[config.mk]
export PLATFORM = sky130hd
export DESIGN_NAME = vga_timing_gen_flat
export DESIGN_NICKNAME = d
export VERILOG_FILES = /design/src/rtl/vga_timing_gen_if.sv /design/src/rtl/vga_timing_gen.sv /design/src/flat_wrapper.sv
export SDC_FILE = /design/constraint.sdc
export NUM_CORES = 1
export LEC_CHECK = 0
export ABC_AREA = 1
export BUFFER_PORTS_ARGS = -buffer_cell sky130_fd_sc_hd__buf_2
export CORE_UTILIZATION = 35
export CTS_BUF_LIST = sky130_fd_sc_hd__clkbuf_16
export CTS_CLUSTER_DIAMETER = 60
export DETAILED_ROUTE_END_ITERATION = 10
export GPL_ROUTABILITY_DRIVEN = 0
export PLACE_DENSITY_LB_ADDON = 0.2
export SYNTH_ARGS = -nofsm -noshare
export SYNTH_HDL_FRONTEND = slang
export SYNTH_SLANG_ARGS = --single-unit
[constraint.sdc]
create_clock -name clk -period 1.4 [get_ports clk]
set_input_delay 0.28 -clock clk [delete_from_list [all_inputs] [get_ports clk]]
set_output_delay 0.28 -clock clk [all_outputs]
set_load 0.005 [all_outputs]
[src/rtl/vga_timing_gen_if.sv]
// ============================================================================
// Module      : vga_timing_gen_if
// Description : Raster timing bus between the timing generator and the
//               image-display stage.
// Revision    : 1.0 - initial release
// ============================================================================
`default_nettype none

interface vga_timing_gen_if;
    logic        pix_en;
    logic        hor_sync;
    logic        ver_sync;
    logic        valid;
    logic [10:0] hor_pos;
    logic [10:0] ver_pos;
    logic        line_start;
    logic        frame_start;
    logic [11:0] pattern_rgb;

    // master: the timing generator
    modport master (
        input  pix_en,
        output hor_sync, ver_sync, valid, hor_pos, ver_pos,
        output line_start, frame_start, pattern_rgb
    );

    // slave: the display stage that consumes the raster timing
    modport slave (
        output pix_en,
        input  hor_sync, ver_sync, valid, hor_pos, ver_pos,
        input  line_start, frame_start, pattern_rgb
    );
endinterface

`default_nettype wire

[src/rtl/vga_timing_gen.sv]
// ============================================================================
// Module      : vga_timing_gen
// Description : Parameterised raster timing generator (default 640x480@60).
//               Optional colour-bar generator enabled by VGA_TEST_PATTERN_EN.
// Revision    : 1.0 - initial release
// ============================================================================
`default_nettype none

module vga_timing_gen #(
    parameter int H_ACTIVE   = 640,
    parameter int H_FP       = 16,
    parameter int H_SYNC     = 96,
    parameter int H_BP       = 48,
    parameter int V_ACTIVE   = 480,
    parameter int V_FP       = 10,
    parameter int V_SYNC     = 2,
    parameter int V_BP       = 33,
    parameter bit H_SYNC_POL = 1'b0,
    parameter bit V_SYNC_POL = 1'b0
) (
    input  wire logic         clk,
    input  wire logic         rst,
    vga_timing_gen_if.master  vga
);

    localparam int c_H_TOTAL      = H_ACTIVE + H_FP + H_SYNC + H_BP;
    localparam int c_V_TOTAL      = V_ACTIVE + V_FP + V_SYNC + V_BP;
    localparam int c_H_SYNC_START = H_ACTIVE + H_FP;
    localparam int c_H_SYNC_END   = H_ACTIVE + H_FP + H_SYNC;
    localparam int c_V_SYNC_START = V_ACTIVE + V_FP;
    localparam int c_V_SYNC_END   = V_ACTIVE + V_FP + V_SYNC;

    logic [10:0] h_cnt_q, h_cnt_d;
    logic [10:0] v_cnt_q, v_cnt_d;
    logic        w_h_last;
    logic        w_v_last;

    assign w_h_last = (h_cnt_q == 11'(c_H_TOTAL - 1));
    assign w_v_last = (v_cnt_q == 11'(c_V_TOTAL - 1));

    always_comb begin
        h_cnt_d = h_cnt_q;
        v_cnt_d = v_cnt_q;
        if (w_h_last) begin
            h_cnt_d = 11'd0;
            v_cnt_d = w_v_last ? 11'd0 : v_cnt_q + 11'd1;
        end else begin
            h_cnt_d = h_cnt_q + 11'd1;
        end
    end

    always_ff @(posedge clk or posedge rst) begin
        if (rst) begin
            h_cnt_q <= 11'd0;
            v_cnt_q <= 11'd0;
        end else if (vga.pix_en) begin
            h_cnt_q <= h_cnt_d;
            v_cnt_q <= v_cnt_d;
        end
    end

    // Output decode of the current counter position, registered below so
    // every output describes the same pixel as hor_pos/ver_pos.
    logic w_h_active, w_v_active;
    logic w_h_in_sync, w_v_in_sync;
    logic hs_d, vs_d, valid_d, line_start_d, frame_start_d;

    assign w_h_active    = (h_cnt_q < 11'(H_ACTIVE));
    assign w_v_active    = (v_cnt_q < 11'(V_ACTIVE));
    assign w_h_in_sync   = (h_cnt_q >= 11'(c_H_SYNC_START)) && (h_cnt_q < 11'(c_H_SYNC_END));
    assign w_v_in_sync   = (v_cnt_q >= 11'(c_V_SYNC_START)) && (v_cnt_q < 11'(c_V_SYNC_END));
    assign hs_d          = w_h_in_sync ? H_SYNC_POL : ~H_SYNC_POL;
    assign vs_d          = w_v_in_sync ? V_SYNC_POL : ~V_SYNC_POL;
    assign valid_d       = w_h_active && w_v_active;
    assign line_start_d  = (h_cnt_q == 11'd0);
    assign frame_start_d = (h_cnt_q == 11'd0) && (v_cnt_q == 11'd0);

    logic        hs_q, vs_q, valid_q, line_start_q, frame_start_q;
    logic [10:0] hor_pos_q, ver_pos_q;

    always_ff @(posedge clk or posedge rst) begin
        if (rst) begin
            hs_q          <= ~H_SYNC_POL;
            vs_q          <= ~V_SYNC_POL;
            valid_q       <= 1'b0;
            hor_pos_q     <= 11'd0;
            ver_pos_q     <= 11'd0;
            line_start_q  <= 1'b0;
            frame_start_q <= 1'b0;
        end else if (vga.pix_en) begin
            hs_q          <= hs_d;
            vs_q          <= vs_d;
            valid_q       <= valid_d;
            hor_pos_q     <= h_cnt_q;
            ver_pos_q     <= v_cnt_q;
            line_start_q  <= line_start_d;
            frame_start_q <= frame_start_d;
        end
    end

    assign vga.hor_sync    = hs_q;
    assign vga.ver_sync    = vs_q;
    assign vga.valid       = valid_q;
    assign vga.hor_pos     = hor_pos_q;
    assign vga.ver_pos     = ver_pos_q;
    assign vga.line_start  = line_start_q;
    assign vga.frame_start = frame_start_q;

`ifdef VGA_TEST_PATTERN_EN
    // Bar index = h*8/H_ACTIVE, found by comparing h*8 against each
    // bar boundary instead of dividing.
    logic [13:0] w_h_x8;
    logic [2:0]  w_bar;
    logic [11:0] pattern_d;
    logic [11:0] pattern_q;

    assign w_h_x8 = {h_cnt_q, 3'b000};

    always_comb begin
        w_bar = 3'd0;
        for (int k = 1; k < 8; k++) begin
            if (w_h_x8 >= 14'(k * H_ACTIVE)) begin
                w_bar = 3'(k);
            end
        end
    end

    always_comb begin
        pattern_d = 12'h000;
        if (valid_d) begin
            case (w_bar)
                3'd0:    pattern_d = 12'hFFF;
                3'd1:    pattern_d = 12'hFF0;
                3'd2:    pattern_d = 12'h0FF;
                3'd3:    pattern_d = 12'h0F0;
                3'd4:    pattern_d = 12'hF0F;
                3'd5:    pattern_d = 12'hF00;
                3'd6:    pattern_d = 12'h00F;
                default: pattern_d = 12'h000;
            endcase
        end
    end

    always_ff @(posedge clk or posedge rst) begin
        if (rst) begin
            pattern_q <= 12'h000;
        end else if (vga.pix_en) begin
            pattern_q <= pattern_d;
        end
    end

    assign vga.pattern_rgb = pattern_q;
`else
    assign vga.pattern_rgb = 12'h000;
`endif

endmodule

`default_nettype wire

[src/flat_wrapper.sv]
// flat-port wrapper written by rule: the top's interface ports become plain ports
module vga_timing_gen_flat 
#(
    parameter int H_ACTIVE   = 640,
    parameter int H_FP       = 16,
    parameter int H_SYNC     = 96,
    parameter int H_BP       = 48,
    parameter int V_ACTIVE   = 480,
    parameter int V_FP       = 10,
    parameter int V_SYNC     = 2,
    parameter int V_BP       = 33,
    parameter bit H_SYNC_POL = 1'b0,
    parameter bit V_SYNC_POL = 1'b0
)
  (clk, rst, vga_pix_en, vga_hor_sync, vga_ver_sync, vga_valid, vga_hor_pos, vga_ver_pos, vga_line_start, vga_frame_start, vga_pattern_rgb);
  vga_timing_gen_if vga_i ();
  input  wire logic clk;
  input  wire logic rst;
  input wire logic [$bits(vga_i.pix_en)-1:0] vga_pix_en;
  output wire logic [$bits(vga_i.hor_sync)-1:0] vga_hor_sync;
  output wire logic [$bits(vga_i.ver_sync)-1:0] vga_ver_sync;
  output wire logic [$bits(vga_i.valid)-1:0] vga_valid;
  output wire logic [$bits(vga_i.hor_pos)-1:0] vga_hor_pos;
  output wire logic [$bits(vga_i.ver_pos)-1:0] vga_ver_pos;
  output wire logic [$bits(vga_i.line_start)-1:0] vga_line_start;
  output wire logic [$bits(vga_i.frame_start)-1:0] vga_frame_start;
  output wire logic [$bits(vga_i.pattern_rgb)-1:0] vga_pattern_rgb;
  assign vga_i.pix_en = vga_pix_en;
  assign vga_hor_sync = vga_i.hor_sync;
  assign vga_ver_sync = vga_i.ver_sync;
  assign vga_valid = vga_i.valid;
  assign vga_hor_pos = vga_i.hor_pos;
  assign vga_ver_pos = vga_i.ver_pos;
  assign vga_line_start = vga_i.line_start;
  assign vga_frame_start = vga_i.frame_start;
  assign vga_pattern_rgb = vga_i.pattern_rgb;
  vga_timing_gen #(.H_ACTIVE(H_ACTIVE), .H_FP(H_FP), .H_SYNC(H_SYNC), .H_BP(H_BP), .V_ACTIVE(V_ACTIVE), .V_FP(V_FP), .V_SYNC(V_SYNC), .V_BP(V_BP), .H_SYNC_POL(H_SYNC_POL), .V_SYNC_POL(V_SYNC_POL)) u_core (.clk(clk), .rst(rst), .vga(vga_i));
endmodule
* Word-level counts from Yosys, hierarchy flattened
Index checks and enable logic that the tools add are counted.
** Word-level totals
- Register bits :: 49
- Bits in latches :: 0
- Memory bits (writable) :: 0
- ROM bits :: 0
- Bits of input ports :: 3
- Memories :: 0
** Operators by class
- Add/sub/neg operators :: 2
- Multiply operators :: 0
- Divide/modulo/power cells :: 0
- $lt $le $gt $ge :: 6
- Equal/unequal tests :: 2
- Shifts and indexed selects :: 0
- Multiplexer cells :: 4
- Bitwise operators :: 0
- Reductions and logical operators :: 7
** Operators with widths (number)
- adder 11 x 1 -> 11 bit, second input constant :: 2
- equality test 11 x 10 -> 1 bit, second input constant :: 2
- zero test 11 bit :: 2
- less-than comparator 11 x 10 -> 1 bit, second input constant :: 2
- less-than comparator 11 x 9 -> 1 bit, second input constant :: 2
- two-way mux 11 bit :: 2
- >= comparator 11 x 10 -> 1 bit, second input constant :: 1
- >= comparator 11 x 9 -> 1 bit, second input constant :: 1
- logical AND 1 bit :: 4
- two-way mux 1 bit :: 2
- AND reduction 2 bit :: 1

* Longest topological paths before layout
Gate-level depths: netlist of the first run.
- Word-level depth :: 3
- Depth in mapped cells :: 8

* Least setup slack after synthesis of the first run
No wires, ideal clock.
- Kind :: flip-flop to flip-flop
- From :: reg u_core.v_cnt_q[0]
- To :: reg u_core.v_cnt_q[8]
- Data arrival time :: 1182 ps
- Data required time :: 1324 ps
- Slack :: 141 ps
- Stages on the path, launching flop included :: 8
- Path buffers :: 0
- Clock period less this slack :: 1259 ps
- Cell sequence :: dfrtp_1 ha_1 nand3_1 nor2_1 nand2_1 nand2_1 nand2_1 o21ai_1
** Between the ends
- Word-level cells in the longest chain between the ends :: 2
** RTL lines
- from (decl) :: RTL line vga_timing_gen.sv:34 : logic [10:0] v_cnt_q, v_cnt_d;
- from (signal assigned) :: RTL line vga_timing_gen.sv:58 : v_cnt_q <= v_cnt_d;
- adder 11 x 1 -> 11 bit / equality test 11 x 10 -> 1 bit (equally long branches) :: RTL line vga_timing_gen.sv:46, vga_timing_gen.sv:39
- two-way mux 11 bit * :: RTL line vga_timing_gen.sv:46 : v_cnt_d = w_v_last ? 11'd0 : v_cnt_q + 11'd1;
Every way passes the cells marked *; elsewhere a longest branch is shown, timed or not.
A chain may end at the register's enable or synchronous reset.

* Worst setup path in the final report of the first run
- From :: reg u_core.h_cnt_q[9]
- To :: reg u_core.v_cnt_q[3]
** Between the ends
- Word-level cells in the longest chain between the ends :: 2
** RTL lines
- from (decl) :: RTL line vga_timing_gen.sv:33 : logic [10:0] h_cnt_q, h_cnt_d;
- from (signal assigned) :: RTL line vga_timing_gen.sv:57 : h_cnt_q <= h_cnt_d;
- equality test 11 x 10 -> 1 bit :: RTL line vga_timing_gen.sv:38 : assign w_h_last = (h_cnt_q == 11'(c_H_TOTAL - 1));
- AND reduction 2 bit (no line)
No other way between the ends.

==> flow_metrics.tcl, run 1 <==
set metrics [dict create \
    status "complete, no violations" \
    clock_sinks 49 \
    htree_levels 2 \
    cts_tree "done" \
    hold_class "in2async" \
    wl_mm 5.64 \
    cp.buffers_inverters 1 \
    synth.area.top_cells "dfrtp_1, nand2_1, o21ai_0" \
    ys_seq_area_share_pct 49.5 \
    wl_per_cell_um 12.2 \
    io_buffers 29 \
    fin_crit_ps 1330 \
    p_leak_nw 1.63 \
    nNetsFinal 372 \
    regArea_um2 1230 \
    slew_viol_final 0 \
    drc 0 \
    ys_types 31 \
    cts-buffers-inserted 5 \
    skew_ps 5.84 \
    die_h_um 86.2 \
    via_per_inst 4.57 \
    cap_violations 0 \
    path_class "reg2reg" \
    cts_hold_buf 0 \
    yosysWarnings 0 \
    fin_crit_sh_pct 95.3 \
    grt_max_degree 50 \
    dieArea_um2 7430 \
    hold_violations 0 \
    path_max_fanout 7 \
    num_antenna_cells 0 \
    multi_input_area_um2 1120 \
    critPathRequiredTime_ps 1620 \
    post-route-util_pct 46.7 \
    critPathMaxStageDelay_ps 420 \
    synth.ff_latch_count 49 \
    slowest_stage "dfrtp_1" \
    clockBufferDepth 2 \
    grt_pass1_vias 1977 \
    area_growth_pct 28.6 \
    n_fill_cell 690 \
    antenna_found_initial 0 \
    cp_cell_sequence "nand2_2, nor2_4, nand4_4, clkinv_4, nand3b_1, nand2_1" \
    syn_area_um2 2480 \
    grt_usage_pct 16.1 \
    cp_top_family "simple AND/OR/NAND/NOR gates" \
    place_hpwl_mm 4.04 \
    fmax_mhz 750 \
    coreArea_um2 6830 \
    start_kind "flip-flop" \
    rsz0062_at_grt "yes" \
    powerDensity_nw_per_um2 1160 \
    clkTransAtPathRegs_ps 70 \
    grt_pass1_wl_mm 9.29 \
    synth.largest_area_cell "dfrtp_1" \
    root_buffer "clkbuf_16" \
    finalPower_mw 3.72 \
    io_pins 42 \
    yosysTopAreaCellShare_pct 47.4 \
    fp-row-count 30 \
    vias 2113 \
    syn_inst 301 \
    syn_area_per_cell_um2 8.24 \
    ant_nets 0 \
    drive_above_1_share_pct 29.2 \
    ir_drop_uv 525 \
    grt-ovfl-total 0 \
    dieWidth_um 86.2 \
    insertion_delay_ps 280 \
    dr.pass1.iters 4 \
    finalSetupViolations 0 \
    initial_core_util_pct 36.3 \
    end_kind "flip-flop" \
    drt_iter0_drc 99 \
    arrival_ps 1550 \
]
==> logic make-up after synthesis <==
family / synth area share [%]
AOI/OAI and AO/OA: 7.16
xor gates and xnor gates: 2.82
adders and majority gates: 2.02
buffers and inverters: 9.88
DFF: 49.5
other: 0.151
and+or+nand+nor: 28.4
==> synthesized netlist by cell type, drive strengths merged <==
master,count
nor2,30
xnor2,2
buf,15
nor3,6
dfstp,2
and3,1
a41oi,1
nor4,1
conb,1
o21ai,29
nand3,19
clkbuf,5
a21oi,4
inv,30
nand2,90
dfrtp,47
nand3b,2
ha,4
nand4,6
xor2,6
==> worst register-to-register path: stages, from the launching register on <==
cell and delay (ps):
dfrtp_1 420, nand2_2 110, nor2_4 240, nand4_4 210, clkinv_4 140, nand3b_1 80, nand2_1 70
==> sequential cells by signal (all words and copies together), names as in the netlist <==
| name | cells |
|---|---|
| u_core.vga.ver_sync | 1 |
| u_core.vga.frame_start | 1 |
| u_core.vga.hor_sync | 1 |
| u_core.h_cnt_q | 11 |
| u_core.v_cnt_q | 11 |
| u_core.vga.line_start | 1 |
| u_core.vga.ver_pos | 11 |
| u_core.vga.valid | 1 |
| u_core.vga.hor_pos | 11 |
==> through the flow <==
| step | hold WS (ps) | cell area, µm² | worst slack (ps) | TNS [ps] | instances |
|---|---|---|---|---|---|
| after floorplan | 315 | 2530 | 141 | 0 | 312 |
| after global placement | 364 | 2890 | -0.973 | -0.973 | 446 |
| after detailed placement | 369 | 2890 | -32.1 | -127 | 446 |
| after CTS | 62.4 | 3060 | 18.1 | 0 | 454 |
| after global routing | 74.8 | 3190 | -37.8 | -132 | 462 |
| final | 52.5 | 3190 | 66.2 | 0 | 462 |
==> repair_timing <==
item | in CTS | in global routing
endpoints found under the setup margin | 8 | 13
pin swaps | 0 | 9
gates resized for setup | 3 | 20
cloned | 0 | 1
setup buffers | 0 | 7
==> final cells by class <==
type | count | share of cell area [%]
clock buffers | 5 | 3.92
clock inverters | 3 | 1.18
inverters | 30 | 3.88
multi-input cells | 214 | 35.2
flip-flops and latches | 49 | 38.5
well taps | 96 | 3.76
repair buffers | 65 | 13.5
==> layer usage <==
layer	part of all wire [%]	wire length [µm]	global-route usage, %
met4	0.51	29	3.79
met3	2.2	122	2.57
met2	47	2670	25.4
met5	0	0	0
met1	50	2810	23.1
==> worst paths after layout <==
check                                 startpoint                      to  slack [ps]  depth (start not counted)
setup / recovery               u_core.h_cnt_q[9]       u_core.v_cnt_q[3]          70                          6
hold / removal                               rst   u_core.vga.ver_pos[5]          50                          3
setup reg to reg               u_core.h_cnt_q[9]       u_core.v_cnt_q[3]          70                          6
hold reg to reg            u_core.vga.hor_pos[2]   u_core.vga.hor_pos[2]         460                          2
max in group asynchronous                    rst     u_core.vga.hor_sync        1070                          3
min in group clk                      vga_pix_en  u_core.vga.hor_pos[10]         290                          3
==> where the power goes <==
part	internal (mW)	total (mW)	switching, mW
clock	0.831	1.33	0.502
sequential	1.57	1.70	0.123
combinational	0.302	0.686	0.384
total	2.71	3.72	1.01
==> cells in the final DEF, fill, tap and decap left out, drive strengths merged <==
cell	n
clkinv	2
clkinvlp	1
o21ai	29
and3	1
xnor2	2
nand4	7
nor4	1
buf	65
conb	12
nor2	30
dfstp	2
ha	4
a21oi	4
bufinv	1
nand3b	2
clkbuf	5
xor2	6
nor3	6
nand3	19
nand2	90
dfrtp	47
inv	29
a41oi	1
(Power assumes the default switching activity.)
==> run 2, diff against run 1 <==
--- a/config.mk
+++ b/config.mk
@@ -13,6 +13,7 @@
 export DETAILED_ROUTE_END_ITERATION = 10
 export GPL_ROUTABILITY_DRIVEN = 0
 export PLACE_DENSITY_LB_ADDON = 0.2
+export RECOVER_POWER = 25
 export SYNTH_ARGS = -nofsm -noshare
 export SYNTH_HDL_FRONTEND = slang
 export SYNTH_SLANG_ARGS = --single-unit
==> run 2 against run 1 <==
  * Setup slack is essentially flat
  * Count of clock-buffer cells in the layout is the same
  * Final cell count is the same
  * Power shrank 0.20%
  * Die area is the same
  * Wire length shrank 0.21%
  * Sequential power is essentially flat
  * Fmax is essentially flat
  * Via count is essentially flat
  * Clock skew is essentially flat
  * Sequential share of layout area grew 0.20 points
  * Critical endpoint unchanged
  * Highest routed layer unchanged
==> flow_metrics.tcl, run 2 (synthesized netlist as in run 1, its figures left out) <==
set metrics [dict create \
    status "complete, no violations" \
    vias 2114 \
    grt_max_degree 50 \
    ir_drop_uv 525 \
    initial_core_util_pct 36.3 \
    hold_violations 0 \
    critPathRequiredTime_ps 1620 \
    critPathLaunch "u_core.h_cnt_q[9]" \
    ant_nets 0 \
    place_hpwl_mm 4.04 \
    die_h_um 86.2 \
    setup.worst_path.end "u_core.v_cnt_q[3]" \
    hold_class "in2reg" \
    dp.cells 446 \
    drc 0 \
    relSlewSlack_pct 26.9 \
    drt_iter0_drc 95 \
    final_common_cell "nand2_1" \
    dieWidth_um 86.2 \
    area_growth_pct 28.0 \
    grt_pass1_vias 1977 \
    place_area_um2 2890 \
    powerDensity_nw_per_um2 1170 \
    root_buffer "clkbuf_16" \
    dieArea_um2 7430 \
    nNetsFinal 372 \
    fp-row-count 30 \
    n_fill_cell 692 \
    num_antenna_cells 0 \
    skew_ps 5.83 \
    mostFrequentLayoutCells "nand2_1, dfrtp_1, buf_4" \
    slew_viol_final 0 \
    antenna_found_initial 0 \
    layout.cells.non_filler 462 \
    cts-buffers-inserted 5 \
    dr.pass1.iters 4 \
    timing.reg2reg.worst_path_depth 6 \
    regToRegStartpoint "u_core.h_cnt_q[9]" \
    insertion_delay_ps 280 \
    r2r-end "u_core.v_cnt_q[3]" \
    cap_violations 0 \
    finalSetupViolations 0 \
    clock_sinks 49 \
    path_class "reg2reg" \
    reg2reg_slack_ps 70 \
    max_slew.worst_pin.slew_ps 1100 \
    arrival_ps 1550 \
    fmax_mhz 750 \
    clockBufferDepth 2 \
    clkTransAtPathRegs_ps 70 \
    fin_crit_ps 1330 \
    io_buffers 29 \
    grt-ovfl-total 0 \
    wl_per_cell_um 12.2 \
    end_kind "flip-flop" \
    io_pins 42 \
    rsz0062_at_grt "yes" \
    start_kind "flip-flop" \
    path_max_fanout 7 \
    drive_above_1_share_pct 29.0 \
    wl_mm 5.63 \
    p_leak_nw 1.62 \
    cts_tree "done" \
    grt_pass1_wl_mm 9.29 \
    fin_crit_sh_pct 95.3 \
    via_per_inst 4.58 \
    cts_hold_buf 0 \
    htree_levels 2 \
    grt_usage_pct 16.1 \
    final_area_um2 3180 \
    coreArea_um2 6830 \
]
[run 2: cell count changes in the layout (fill, tap and decap cells not counted)]
cell and change:
buf_12 -1, clkbuf_1 +1
[run 2: power breakdown]
| part | switching, mW | total, mW | leakage [nW] | internal [mW] |
|---|---|---|---|---|
| clock network | 0.502 | 1.33 | 0.0826 | 0.831 |
| registers | 0.122 | 1.70 | 0.632 | 1.57 |
| logic | 0.383 | 0.679 | 0.903 | 0.296 |
[run 2: metal layers]
layer	global-route usage, %	vias up	part of all wire, %
li1	-	1071	-
met1	23.1	1007	50
met2	25.4	34	47
met3	2.57	2	2.2
met4	3.79	0	0.52
met5	0	-	0
[run 2: layout make-up]
class / instances / area [µm²] / share of cell area [%]
clock buffers: 5 / 125 / 3.94
clock inverters: 3 / 37.5 / 1.18
inverters: 30 / 124 / 3.90
multi-input cells: 214 / 1120 / 35.4
flip-flops and latches: 49 / 1230 / 38.7
well taps: 96 / 120 / 3.78
repair buffers: 65 / 415 / 13.1
[run 2: worst min-delay path by stage]
stage | from | endpoint | slack, ps | depth (start not counted)
floorplan | rst | u_core.h_cnt_q[0] | 320 | 1
global placement | rst | u_core.vga.ver_pos[5] | 360 | 3
detailed placement | rst | u_core.vga.ver_pos[5] | 370 | 3
CTS | rst | u_core.vga.ver_pos[4] | 60 | 3
global route | vga_pix_en | u_core.vga.hor_pos[10] | 300 | 3
finish | vga_pix_en | u_core.vga.hor_pos[10] | 290 | 3
[run 2: through the flow]
| step | TNS [ps] | hold slack (ps) | util (%) | setup WS [ps] | power (mW) |
|---|---|---|---|---|---|
| floorplan | 0 | 315 | - | 141 | 2.10 |
| global placement | -0.973 | 364 | 42.3 | -0.973 | 2.36 |
| detailed placement | -127 | 369 | 42.3 | -32.1 | 2.38 |
| CTS | 0 | 62.4 | 44.8 | 18.1 | 3.73 |
| global route | -132 | 304 | 46.5 | -37.8 | 3.93 |
| finish | 0 | 293 | 46.5 | 66.0 | 3.71 |
[run 2: what timing repair did]
action                     in CTS  in global routing
setup endpoints to repair       8                 13
pin swaps                       0                  9
resized for setup               3                 20
setup buffers                   0                  7
gates cloned                    0                  1
[run 2: worst max-delay path, cell delays in order (launching register included)]
cell and delay, ps:
dfrtp_1 420, nand2_2 110, nor2_4 240, nand4_4 210
clkinv_4 140, nand3b_1 80, nand2_1 60
